$ cat config.mk
export PLATFORM = sky130hd
export DESIGN_NAME = alu_exec_stage
export DESIGN_NICKNAME = d
export VERILOG_FILES = /design/src/rtl/alu_exec_stage.sv
export SDC_FILE = /design/constraint.sdc
export NUM_CORES = 1
export LEC_CHECK = 0
export CAP_MARGIN = 10
export CORE_MARGIN = 1.5
export CORE_UTILIZATION = 55
export CTS_CLUSTER_DIAMETER = 60
export DETAILED_ROUTE_END_ITERATION = 8
export GPL_TIMING_DRIVEN = 0
export PLACE_DENSITY = 0.85
export REMOVE_ABC_BUFFERS = 1
export SETUP_SLACK_MARGIN = 0.1
export SYNTH_ARGS = -nofsm -noshare
export SYNTH_HDL_FRONTEND = slang
export SYNTH_SLANG_ARGS = --single-unit
$ cat constraint.sdc
create_clock -name clk -period 3.3 [get_ports clk]
set_clock_uncertainty 0.2 [all_clocks]
set_input_delay 0.33 -clock clk [delete_from_list [all_inputs] [get_ports clk]]
set_output_delay 0.33 -clock clk [all_outputs]
set_load 0.01 [all_outputs]
$ cat src/rtl/alu_exec_stage.sv
// alu_exec_stage: registered add/sub/and/xor execute stage with Y86 condition codes and a valid/ready output slot
module alu_exec_stage #(
  parameter int W = 32
) (
  input  logic         clk,
  input  logic         rst_n,
  input  logic         flush,
  input  logic         in_valid,
  output logic         in_ready,
  input  logic [1:0]   alu_fn,
  input  logic [2:0]   cond_fn,
  input  logic         set_cc,
  input  logic [W-1:0] a,
  input  logic [W-1:0] b,
  output logic         out_valid,
  input  logic         out_ready,
  output logic [W-1:0] result,
  output logic         cnd,
  output logic         zf,
  output logic         sf,
  output logic         of
);
  logic         out_valid_q, out_valid_d;
  logic [W-1:0] result_q, result_d;
  logic         cnd_q, cnd_d;
  logic         zf_q, zf_d, sf_q, sf_d, of_q, of_d;
  logic [W-1:0] r;
  logic         r_of, c, lt, acc;
  always_comb begin
    r = alu_fn == 2'd0 ? b + a :
        alu_fn == 2'd1 ? b - a :
        alu_fn == 2'd2 ? a & b : a ^ b;
    r_of = alu_fn == 2'd0 ? (a[W-1] == b[W-1]) && (r[W-1] != b[W-1]) :
           alu_fn == 2'd1 ? (a[W-1] != b[W-1]) && (r[W-1] != b[W-1]) : 1'b0;
    // Condition sees CC as it stands before this op's own flag update
    lt = sf_q ^ of_q;
    c = cond_fn == 3'd0 ? 1'b1 :
        cond_fn == 3'd1 ? lt | zf_q :
        cond_fn == 3'd2 ? lt :
        cond_fn == 3'd3 ? zf_q :
        cond_fn == 3'd4 ? !zf_q :
        cond_fn == 3'd5 ? !lt :
        cond_fn == 3'd6 ? !lt && !zf_q : 1'b0;
  end
  assign in_ready = rst_n && !flush && (!out_valid_q || out_ready);
  assign acc = in_valid && in_ready;
  always_comb begin
    out_valid_d = flush ? 1'b0 : acc ? 1'b1 : out_ready ? 1'b0 : out_valid_q;
    result_d    = acc ? r : result_q;
    cnd_d       = acc ? c : cnd_q;
    zf_d        = acc && set_cc ? r == '0 : zf_q;
    sf_d        = acc && set_cc ? r[W-1] : sf_q;
    of_d        = acc && set_cc ? r_of : of_q;
  end
  always_ff @(posedge clk or negedge rst_n) begin
    if (!rst_n) begin
      out_valid_q <= 1'b0;
      result_q    <= '0;
      cnd_q       <= 1'b0;
      zf_q        <= 1'b1;
      sf_q        <= 1'b0;
      of_q        <= 1'b0;
    end else begin
      out_valid_q <= out_valid_d;
      result_q    <= result_d;
      cnd_q       <= cnd_d;
      zf_q        <= zf_d;
      sf_q        <= sf_d;
      of_q        <= of_d;
    end
  end
  assign out_valid = out_valid_q;
  assign result    = result_q;
  assign cnd       = cnd_q;
  assign zf        = zf_q;
  assign sf        = sf_q;
  assign of        = of_q;
endmodule

==> metrics.txt, run 1 <==
# TYPE chip_impl_metric gauge
chip_impl_info{name="status",value="finished, violations left"} 1
chip_impl_info{name="violated_checks",value="setup timing"} 1
chip_impl_metric{name="ys_ff_latch",unit=""} 37
chip_impl_info{name="crit_slowest_cell",value="sky130_fd_sc_hd__or4b_1"} 1
chip_impl_info{name="main_combinational_cell_family_by_area_after_synthesis",value="compound AO/OA/AOI/OAI gates"} 1
chip_impl_metric{name="floorplan.initialDensity",unit="%"} 56.6
chip_impl_metric{name="cp.buffers_inverters",unit=""} 3
chip_impl_metric{name="syn-instance-count",unit=""} 859
chip_impl_metric{name="post_synth_and_or_nand_nor_area_fraction",unit="%"} 21.3
chip_impl_metric{name="synth_adder_area_share",unit="%"} 13.5
chip_impl_metric{name="grt_max_degree",unit=""} 54
chip_impl_info{name="setup.worst_path.start_class",value="primary input"} 1
chip_impl_metric{name="finish.net_count",unit=""} 1122
chip_impl_metric{name="fp.dieH",unit="um"} 109
chip_impl_metric{name="final_max_slew_viol_count",unit=""} 0
chip_impl_metric{name="seq_area_frac_synth",unit="%"} 15.1
chip_impl_info{name="critical_path.top_delay_family",value="simple AND/OR/NAND/NOR gates"} 1
chip_impl_metric{name="max_stage_delay",unit="ps"} 550
chip_impl_metric{name="synth.avg_cell_area",unit="um^2"} 7.14
chip_impl_metric{name="final_critical_path_setup_slack",unit="ps"} -480
chip_impl_metric{name="die_width",unit="um"} 109
chip_impl_metric{name="antenna_found_initial",unit=""} 0
chip_impl_metric{name="drtAntennaViolNets",unit=""} 0
chip_impl_info{name="global_route.peak_usage_layer",value="met2"} 1
chip_impl_metric{name="cp.depth",unit=""} 13
chip_impl_metric{name="globalplace.congestion",unit=""} 0.971
chip_impl_metric{name="cts_num_sinks",unit=""} 37
chip_impl_metric{name="global_route.overflow_total",unit=""} 0
chip_impl_metric{name="areaGrowthSynthToFinish",unit="%"} 43.8
chip_impl_metric{name="p_leak",unit="uW"} 0.00365
chip_impl_metric{name="ys.warnings.count",unit=""} 0
chip_impl_metric{name="drive_gt1_share",unit="%"} 25.3
chip_impl_metric{name="synth_xor_xnor_area_share",unit="%"} 2.29
chip_impl_metric{name="vias",unit=""} 7808
chip_impl_metric{name="crit_arrival",unit="ps"} 3830
chip_impl_metric{name="htreeDepth",unit=""} 2
chip_impl_metric{name="final.period_utilization",unit="%"} 115
chip_impl_info{name="crit_type",value="primary input to flip-flop"} 1
chip_impl_metric{name="final-setup-viol-count",unit=""} 2
chip_impl_metric{name="cts-buffers-inserted",unit=""} 5
chip_impl_metric{name="grt.total_usage",unit="%"} 38.4
chip_impl_metric{name="place.port_buffers",unit=""} 112
chip_impl_metric{name="ff2ff_path_depth",unit=""} 10
chip_impl_info{name="setup_repair_after_global_routing_missed_its_margin",value="true"} 1
chip_impl_metric{name="global_route.usage.met1",unit="%"} 50.3
chip_impl_metric{name="drt_iter0_markers",unit=""} 1095
chip_impl_info{name="cts-root-buf",value="sky130_fd_sc_hd__clkbuf_8"} 1
chip_impl_metric{name="relSlewSlack",unit="%"} 31.1
chip_impl_metric{name="synth.distinct_cells",unit=""} 80
chip_impl_info{name="crit_path_end_kind",value="flip-flop"} 1
chip_impl_metric{name="ios",unit=""} 113
chip_impl_metric{name="rows",unit=""} 38
chip_impl_info{name="synth_flop_cell",value="sky130_fd_sc_hd__dfrtp_1"} 1
chip_impl_metric{name="die_area",unit="um^2"} 11800
chip_impl_metric{name="timing.critical_path.fanout_max",unit=""} 30
chip_impl_metric{name="grt.met3_usage",unit="%"} 8.68
chip_impl_metric{name="detailedPlacementHpwl",unit="um"} 14700
chip_impl_metric{name="timing_worst_slew_pin_value",unit="ps"} 1030
chip_impl_metric{name="netlist_area",unit="um^2"} 6130
chip_impl_metric{name="synth_compound_gate_area_share",unit="%"} 32.3
chip_impl_metric{name="first_global_vias",unit=""} 7099
chip_impl_metric{name="clk_pin_slew",unit="ps"} 80
chip_impl_metric{name="post-route-util",unit="%"} 81.4
chip_impl_metric{name="synth-edff-count",unit=""} 0
chip_impl_info{name="crit_path_cell_trace",value="buf_4, buf_16, clkinv_8, nor2_4, a32oi_1, o21ai_2, or4b_1, or3_1, or4_4, nor4b_4, nand4b_1, nor4_4, a32o_2"} 1
chip_impl_metric{name="report.power.total",unit="uW"} 2940
chip_impl_metric{name="share_of_cell_area_taken_by_muxes_after_synthesis",unit="%"} 7.47
chip_impl_metric{name="vdd_drop_max",unit="mV"} 0.333
chip_impl_metric{name="grt_first_pass_wirelength",unit="um"} 35800
chip_impl_metric{name="core",unit="um^2"} 10800
chip_impl_metric{name="fmaxAchievable",unit="GHz"} 0.265
chip_impl_metric{name="count_of_max_cap_constraint_violations",unit=""} 0
chip_impl_metric{name="vias_per_cell",unit=""} 6.95
chip_impl_info{name="hold_path.class",value="flip-flop to flip-flop"} 1
chip_impl_metric{name="grtUsageMet2",unit="%"} 60.1
chip_impl_metric{name="detail_routed_net_length_per_standard_cell",unit="um"} 21.1
chip_impl_metric{name="filler_cell_count_in_the_final_layout",unit=""} 663
chip_impl_metric{name="detailedRoute.firstPassIterationCount",unit=""} 8
chip_impl_metric{name="post-route-drc-count",unit=""} 0
chip_impl_metric{name="num_antenna_cells",unit=""} 0
chip_impl_metric{name="max-clock-path-buffers",unit=""} 2
chip_impl_metric{name="drt-total-wl",unit="um"} 23700
chip_impl_metric{name="insertion_delay",unit="ps"} 300
chip_impl_info{name="tritoncts_clock_tree",value="yes"} 1
chip_impl_metric{name="asyncSetResetFlopFracSynth",unit="%"} 100
chip_impl_metric{name="period_needed",unit="ps"} 3780
chip_impl_metric{name="required",unit="ps"} 3350
chip_impl_metric{name="hold_fails_final_rpt",unit=""} 0
chip_impl_metric{name="worst_hold_path.num_cells",unit=""} 2
chip_impl_metric{name="dp_slack",unit="ps"} -1640
chip_impl_metric{name="pwr_density_cell",unit="nW/um^2"} 333
[layer usage]
layer  vias to the layer above  part of all wire, %
met3                       151                   13
met5                         -                    0
li1                       3401                    -
met1                      3584                   38
met2                       672                   45
met4                         0                  4.7
[worst paths after layout]
check / from / end / slack [ps]
setup reg to reg: out_valid / zf / -220
max in group asynchronous: rst_n / result[12] / 2270
hold / removal: result[20] / result[20] / 300
hold reg to reg: result[20] / result[20] / 300
min in group asynchronous: rst_n / zf / 400
setup / recovery: alu_fn[1] / zf / -480
[tightest hold or removal path: cells and delay by family (launching register included)]
family	cells	cell delay, ps
compound gates	1	60
flops	1	350
simple gates	1	50
[cell type report]
cell class	count	area (um^2)	area share, %
clock inverter	2	37.5	0.426
multi-input combinational	697	5720	64.9
clock buffer	6	82.6	0.936
tap	140	175	1.99
timing repair buffer	172	1590	18.0
sequential	37	927	10.5
inverter	69	289	3.28
[stage by stage]
| step | instances | area [um^2] | TNS, ps | hold WS, ps |
|---|---|---|---|---|
| after floorplan | 803 | 5900 | -359 | -166 |
| after global placement | 1055 | 7200 | -65150 | 263 |
| after detailed placement | 1057 | 7230 | -16300 | 278 |
| after CTS | 1105 | 8400 | -518 | 286 |
| after global routing | 1123 | 8820 | -813 | 323 |
| final | 1123 | 8820 | -517 | 297 |
[power breakdown]
part / total, uW / internal, uW / switching (uW)
registers: 636 / 563 / 72.9
clock network: 442 / 246 / 195
logic: 1860 / 866 / 997
[cells in the final DEF (no fill, tap or decap), types with 6 or more instances in the layout]
cell / n
sky130_fd_sc_hd__nand2_1: 78
sky130_fd_sc_hd__nor2_1: 78
sky130_fd_sc_hd__clkdlybuf4s50_1: 76
sky130_fd_sc_hd__a21oi_1: 64
sky130_fd_sc_hd__buf_4: 51
sky130_fd_sc_hd__inv_1: 42
sky130_fd_sc_hd__dfrtp_1: 36
sky130_fd_sc_hd__o21ai_0: 32
sky130_fd_sc_hd__ha_1: 29
sky130_fd_sc_hd__ha_4: 28
sky130_fd_sc_hd__o21ai_1: 27
sky130_fd_sc_hd__dlygate4sd2_1: 26
sky130_fd_sc_hd__mux2i_1: 21
sky130_fd_sc_hd__inv_2: 21
sky130_fd_sc_hd__nand3_1: 16
sky130_fd_sc_hd__nor3_1: 16
sky130_fd_sc_hd__mux2_2: 15
sky130_fd_sc_hd__a21o_1: 14
sky130_fd_sc_hd__xnor2_1: 13
sky130_fd_sc_hd__a31oi_1: 10
sky130_fd_sc_hd__nand4_1: 9
sky130_fd_sc_hd__o211ai_1: 9
sky130_fd_sc_hd__nor2b_1: 8
sky130_fd_sc_hd__and3_1: 8
sky130_fd_sc_hd__o21bai_1: 8
sky130_fd_sc_hd__a211o_1: 7
sky130_fd_sc_hd__o31ai_1: 7
sky130_fd_sc_hd__a211oi_4: 6
sky130_fd_sc_hd__nand2b_1: 6
sky130_fd_sc_hd__ha_2: 6
sky130_fd_sc_hd__clkbuf_8: 6
[synth_stat cells, types with 5 or more instances]
master / number / area (um^2)
sky130_fd_sc_hd__a21o_1: 15 / 113
sky130_fd_sc_hd__a31oi_1: 14 / 87.6
sky130_fd_sc_hd__o21bai_1: 8 / 60.1
sky130_fd_sc_hd__ha_1: 63 / 788
sky130_fd_sc_hd__a311oi_1: 7 / 61.3
sky130_fd_sc_hd__dfrtp_1: 36 / 901
sky130_fd_sc_hd__and3_1: 9 / 56.3
sky130_fd_sc_hd__mux2_1: 7 / 78.8
sky130_fd_sc_hd__inv_2: 13 / 48.8
sky130_fd_sc_hd__a21oi_1: 71 / 355
sky130_fd_sc_hd__o21ai_0: 36 / 180
sky130_fd_sc_hd__o211ai_1: 9 / 67.6
sky130_fd_sc_hd__mux2i_1: 21 / 210
sky130_fd_sc_hd__nor3_1: 22 / 110
sky130_fd_sc_hd__a211o_1: 7 / 61.3
sky130_fd_sc_hd__o2111ai_1: 5 / 43.8
sky130_fd_sc_hd__a221oi_1: 7 / 61.3
sky130_fd_sc_hd__mux2_2: 15 / 169
sky130_fd_sc_hd__nor2_1: 86 / 323
sky130_fd_sc_hd__buf_1: 5 / 18.8
sky130_fd_sc_hd__nor4_1: 9 / 56.3
sky130_fd_sc_hd__clkbuf_1: 46 / 173
sky130_fd_sc_hd__nand3_1: 17 / 85.1
sky130_fd_sc_hd__a211oi_1: 14 / 105
sky130_fd_sc_hd__xnor2_1: 13 / 114
sky130_fd_sc_hd__o31ai_1: 8 / 60.1
sky130_fd_sc_hd__nand2_1: 83 / 312
sky130_fd_sc_hd__nor2b_1: 11 / 68.8
sky130_fd_sc_hd__nand4_1: 9 / 56.3
sky130_fd_sc_hd__o21ai_1: 28 / 140
sky130_fd_sc_hd__inv_1: 55 / 206
sky130_fd_sc_hd__nand2b_1: 10 / 62.6
[timing repair]
item,in CTS,in global routing
resized for setup,210,60
pin swaps,44,31
buffers inserted,38,18
hold buffers,2,0
endpoints found under the hold margin,36,0
setup endpoints to repair,27,14
[registers in the layout (all words and copies together) (netlist names)]
signal and count:
sf 1, cnd 1, of 1, out_valid 1, zf 1, result 32
[kinds of logic after synthesis]
kind of cell | count (synthesis)
DFF | 37
and+or+nand+nor | 279
muxes | 43
AOI/OAI and AO/OA | 294
adders and majority gates | 65
buffers and inverters | 125
xor gates and xnor gates | 16
No activity file was read; power rests on OpenSTA's default activity.
==> run 2: changes to the inputs <==
--- a/config.mk
+++ b/config.mk
@@ -5,14 +5,16 @@
 export SDC_FILE = /design/constraint.sdc
 export NUM_CORES = 1
 export LEC_CHECK = 0
+export ABC_AREA = 1
 export CAP_MARGIN = 10
+export CELL_PAD_IN_SITES_DETAIL_PLACEMENT = 1
+export CELL_PAD_IN_SITES_GLOBAL_PLACEMENT = 1
 export CORE_MARGIN = 1.5
-export CORE_UTILIZATION = 55
+export CORE_UTILIZATION = 37
 export CTS_CLUSTER_DIAMETER = 60
 export DETAILED_ROUTE_END_ITERATION = 8
 export GPL_TIMING_DRIVEN = 0
 export PLACE_DENSITY = 0.85
-export REMOVE_ABC_BUFFERS = 1
 export SETUP_SLACK_MARGIN = 0.1
 export SYNTH_ARGS = -nofsm -noshare
 export SYNTH_HDL_FRONTEND = slang
==> metrics.txt, run 2 <==
# TYPE chip_impl_metric gauge
chip_impl_info{name="hold_path.class",value="flip-flop to flip-flop"} 1
chip_impl_metric{name="drt_iter0_markers",unit=""} 622
chip_impl_metric{name="drive_gt1_share",unit="%"} 10.6
chip_impl_metric{name="grt.met3_usage",unit="%"} 1.92
chip_impl_metric{name="worst_hold_path.num_cells",unit=""} 2
chip_impl_metric{name="synth.distinct_cells",unit=""} 41
chip_impl_metric{name="synth_xor_xnor_area_share",unit="%"} 0.852
chip_impl_metric{name="core",unit="um^2"} 18900
chip_impl_info{name="worst_setup_path_startpoint",value="a[25]"} 1
chip_impl_metric{name="sw_frac_of_total",unit="%"} 46.5
chip_impl_metric{name="share_of_cell_area_taken_by_muxes_after_synthesis",unit="%"} 0.139
chip_impl_metric{name="globalplace.congestion",unit=""} 0.959
chip_impl_metric{name="post-synth-top-area-fraction",unit="%"} 26.4
chip_impl_info{name="mostFrequentLayoutCell",value="sky130_fd_sc_hd__nand2_1"} 1
chip_impl_info{name="crit_type",value="primary input to flip-flop"} 1
chip_impl_metric{name="pwr-share-clk",unit="%"} 16.1
chip_impl_metric{name="ios",unit=""} 113
chip_impl_metric{name="timing_worst_slew_pin_value",unit="ps"} 710
chip_impl_info{name="most-common-layout-cells",value="sky130_fd_sc_hd__nand2_1, sky130_fd_sc_hd__inv_1, sky130_fd_sc_hd__clkdlybuf4s50_1"} 1
chip_impl_metric{name="finish.net_count",unit=""} 1636
chip_impl_metric{name="final.period_utilization",unit="%"} 93.3
chip_impl_metric{name="synth-edff-count",unit=""} 0
chip_impl_metric{name="pwr_density_cell",unit="nW/um^2"} 302
chip_impl_metric{name="num_antenna_cells",unit=""} 0
chip_impl_metric{name="pwr-share-seq",unit="%"} 21.8
chip_impl_info{name="cts-root-buf",value="sky130_fd_sc_hd__clkbuf_16"} 1
chip_impl_info{name="setup_repair_after_global_routing_missed_its_margin",value="false"} 1
chip_impl_metric{name="count_of_max_cap_constraint_violations",unit=""} 0
chip_impl_metric{name="ff2ff_path_depth",unit=""} 13
chip_impl_metric{name="synth.avg_cell_area",unit="um^2"} 5.25
chip_impl_metric{name="vdd_drop_max",unit="mV"} 0.185
chip_impl_metric{name="hold_fails_final_rpt",unit=""} 0
chip_impl_metric{name="global_route.overflow_total",unit=""} 0
chip_impl_metric{name="fp.dieH",unit="um"} 142
chip_impl_metric{name="synth.net_count",unit=""} 1510
chip_impl_metric{name="required",unit="ps"} 3330
chip_impl_info{name="main_combinational_cell_family_by_area_after_synthesis",value="simple AND/OR/NAND/NOR gates"} 1
chip_impl_metric{name="asyncSetResetFlopFracSynth",unit="%"} 100
chip_impl_metric{name="clk_pin_slew",unit="ps"} 50
chip_impl_metric{name="antenna_found_initial",unit=""} 0
chip_impl_metric{name="drtAntennaViolNets",unit=""} 0
chip_impl_metric{name="cts_num_sinks",unit=""} 37
chip_impl_info{name="yosys-top-cells-area",value="sky130_fd_sc_hd__nand2_1, sky130_fd_sc_hd__inv_1, sky130_fd_sc_hd__dfrtp_1, sky130_fd_sc_hd__ha_1, sky130_fd_sc_hd__nand3_1"} 1
chip_impl_metric{name="areaGrowthSynthToFinish",unit="%"} 28.8
chip_impl_metric{name="relSlewSlack",unit="%"} 52.7
chip_impl_metric{name="netlist_area",unit="um^2"} 7200
chip_impl_metric{name="grt_first_pass_wirelength",unit="um"} 48300
chip_impl_metric{name="total_switching_power",unit="uW"} 1300
chip_impl_metric{name="grt.total_usage",unit="%"} 30.4
chip_impl_metric{name="post_synth_and_or_nand_nor_area_fraction",unit="%"} 44.0
chip_impl_metric{name="internal_power",unit="uW"} 1500
chip_impl_metric{name="global_route.usage.met1",unit="%"} 41.6
chip_impl_metric{name="power_frac_comb",unit="%"} 62.1
chip_impl_info{name="global_route.peak_usage_layer",value="met2"} 1
chip_impl_info{name="post_synth_most_frequent_cells",value="sky130_fd_sc_hd__nand2_1, sky130_fd_sc_hd__inv_1, sky130_fd_sc_hd__nor2_1"} 1
chip_impl_metric{name="drt-total-wl",unit="um"} 31100
chip_impl_metric{name="rows",unit=""} 50
chip_impl_info{name="synth_flop_cell",value="sky130_fd_sc_hd__dfrtp_1"} 1
chip_impl_metric{name="fmaxAchievable",unit="GHz"} 0.325
chip_impl_metric{name="vias",unit=""} 9370
chip_impl_metric{name="synth_adder_area_share",unit="%"} 11.5
chip_impl_info{name="worst_r2r_startpoint",value="out_valid"} 1
chip_impl_metric{name="ys.warnings.count",unit=""} 0
chip_impl_metric{name="p_leak",unit="uW"} 0.00509
chip_impl_metric{name="placed_instance_area",unit="um^2"} 8640
chip_impl_metric{name="die_width",unit="um"} 142
chip_impl_metric{name="grt_max_degree",unit=""} 37
chip_impl_metric{name="synth_compound_gate_area_share",unit="%"} 14.3
chip_impl_metric{name="ys_ff_latch",unit=""} 37
chip_impl_metric{name="cts-buffers-inserted",unit=""} 5
chip_impl_metric{name="rrSetupSlack",unit="ps"} 1000
chip_impl_info{name="crit_path_end_kind",value="flip-flop"} 1
chip_impl_metric{name="seq_area_frac_synth",unit="%"} 12.9
chip_impl_metric{name="htreeDepth",unit=""} 2
chip_impl_metric{name="grtUsageMet2",unit="%"} 51.7
chip_impl_metric{name="postLayoutCellArea",unit="um^2"} 9270
chip_impl_metric{name="die_area",unit="um^2"} 20300
chip_impl_metric{name="first_global_vias",unit=""} 9287
chip_impl_metric{name="final_max_slew_viol_count",unit=""} 0
chip_impl_metric{name="timing.critical_path.fanout_max",unit=""} 9
chip_impl_info{name="tritoncts_clock_tree",value="yes"} 1
chip_impl_info{name="yosys.area.top_type",value="sky130_fd_sc_hd__nand2_1"} 1
chip_impl_info{name="yosysMostFrequentCell",value="sky130_fd_sc_hd__nand2_1"} 1
chip_impl_info{name="setup.worst_path.start_class",value="primary input"} 1
chip_impl_metric{name="max-clock-path-buffers",unit=""} 2
chip_impl_metric{name="period_needed",unit="ps"} 3080
chip_impl_metric{name="detailedPlacementHpwl",unit="um"} 26000
chip_impl_metric{name="detailedRoute.firstPassIterationCount",unit=""} 5
chip_impl_metric{name="insertion_delay",unit="ps"} 280
chip_impl_metric{name="largest_register_ffs",unit=""} 32
chip_impl_metric{name="post-route-drc-count",unit=""} 0
chip_impl_metric{name="fin_tns_setup",unit="ps"} 0
chip_impl_metric{name="vias_per_cell",unit=""} 5.33
chip_impl_metric{name="syn-instance-count",unit=""} 1370
chip_impl_metric{name="floorplan.initialDensity",unit="%"} 38.1
chip_impl_metric{name="detail_routed_net_length_per_standard_cell",unit="um"} 17.7
chip_impl_info{name="status",value="finished clean"} 1
chip_impl_metric{name="crit_arrival",unit="ps"} 3100
chip_impl_metric{name="place.port_buffers",unit=""} 112
chip_impl_info{name="hold_path_startpoint",value="result[22]"} 1
chip_impl_metric{name="final-setup-viol-count",unit=""} 0
==> run 2: final timing paths <==
path | to
min | result[22]
min reg2reg | result[22]
min in group asynchronous | zf
max | zf
max reg2reg | zf
max in group asynchronous | out_valid
==> run 2: kinds of logic (layout without fill, tap and decap cells) <==
logic type | Yosys count | after routing
adder cells (fa/ha/maj) | 65 | 65
multiplexers | 1 | 1
AND/OR/NAND/NOR | 781 | 781
XOR/XNOR | 7 | 7
buffers and inverters | 297 | 424
AO/OA/AOI/OAI | 182 | 182
flip-flops | 37 | 37
==> run 2: layout make-up <==
type / instances / area, um^2
buffer: 41 / 267
clock buffer: 6 / 129
clock inverter: 2 / 10.0
fill: 2729 / 9630
inverter: 256 / 963
multi-input combinational: 1036 / 5460
sequential: 37 / 927
tap: 260 / 325
timing repair buffer: 119 / 1190
==> run 2: timing repair <==
item | in CTS | in global routing
gates resized for setup | 2 | 153
hold endpoints to repair | 36 | 0
endpoints found under the setup margin | 1 | 2
buffers inserted | 0 | 5
hold buffers | 2 | 0
pin swaps | 0 | 13
==> run 2: metrics by stage <==
step | total power [uW] | cells | worst slack (ps) | utilization, % | hold slack [ps]
floorplan | 1520 | 1370 | 949 | - | -166
global placement | 2150 | 1742 | -690 | 45.7 | 262
detailed placement | 2200 | 1742 | -216 | 45.7 | 260
CTS | 2670 | 1752 | 133 | 46.6 | 292
global route | 3000 | 1757 | 59.2 | 49.1 | 320
finish | 2800 | 1757 | 222 | 49.1 | 285
==> run 2: per-layer routing <==
metal  vias up  part of all wire [%]
met5         -                     0
met4         0                   2.6
met3        62                   5.9
met2       343                    47
met1      4452                    45
li1       4513                     -
==> run 2: power groups by stage <==
stage | logic, uW | registers (uW) | clock network (uW)
3_5_place_dp | 1590 | 616 | 0
6_report | 1740 | 609 | 450
3_3_place_gp | 1540 | 609 | 0
4_1_cts | 1600 | 610 | 459
2_1_floorplan | 866 | 654 | 0
5_1_grt | 1910 | 621 | 472
==> run 2: critical path: stages <==
cell and delay, ps:
sky130_fd_sc_hd__clkdlybuf4s50_1 480, sky130_fd_sc_hd__inv_1 50, sky130_fd_sc_hd__ha_1 280, sky130_fd_sc_hd__clkbuf_4 200, sky130_fd_sc_hd__inv_1 160, sky130_fd_sc_hd__nand2_1 110, sky130_fd_sc_hd__nor2_1 250, sky130_fd_sc_hd__nand2_1 110
sky130_fd_sc_hd__inv_1 120, sky130_fd_sc_hd__nand3_1 170, sky130_fd_sc_hd__a21oi_1 200, sky130_fd_sc_hd__nor2_1 60, sky130_fd_sc_hd__nor2_1 220, sky130_fd_sc_hd__nand3_1 100, sky130_fd_sc_hd__nor2_1 110, sky130_fd_sc_hd__nand3_1 80
sky130_fd_sc_hd__nand2_1 60
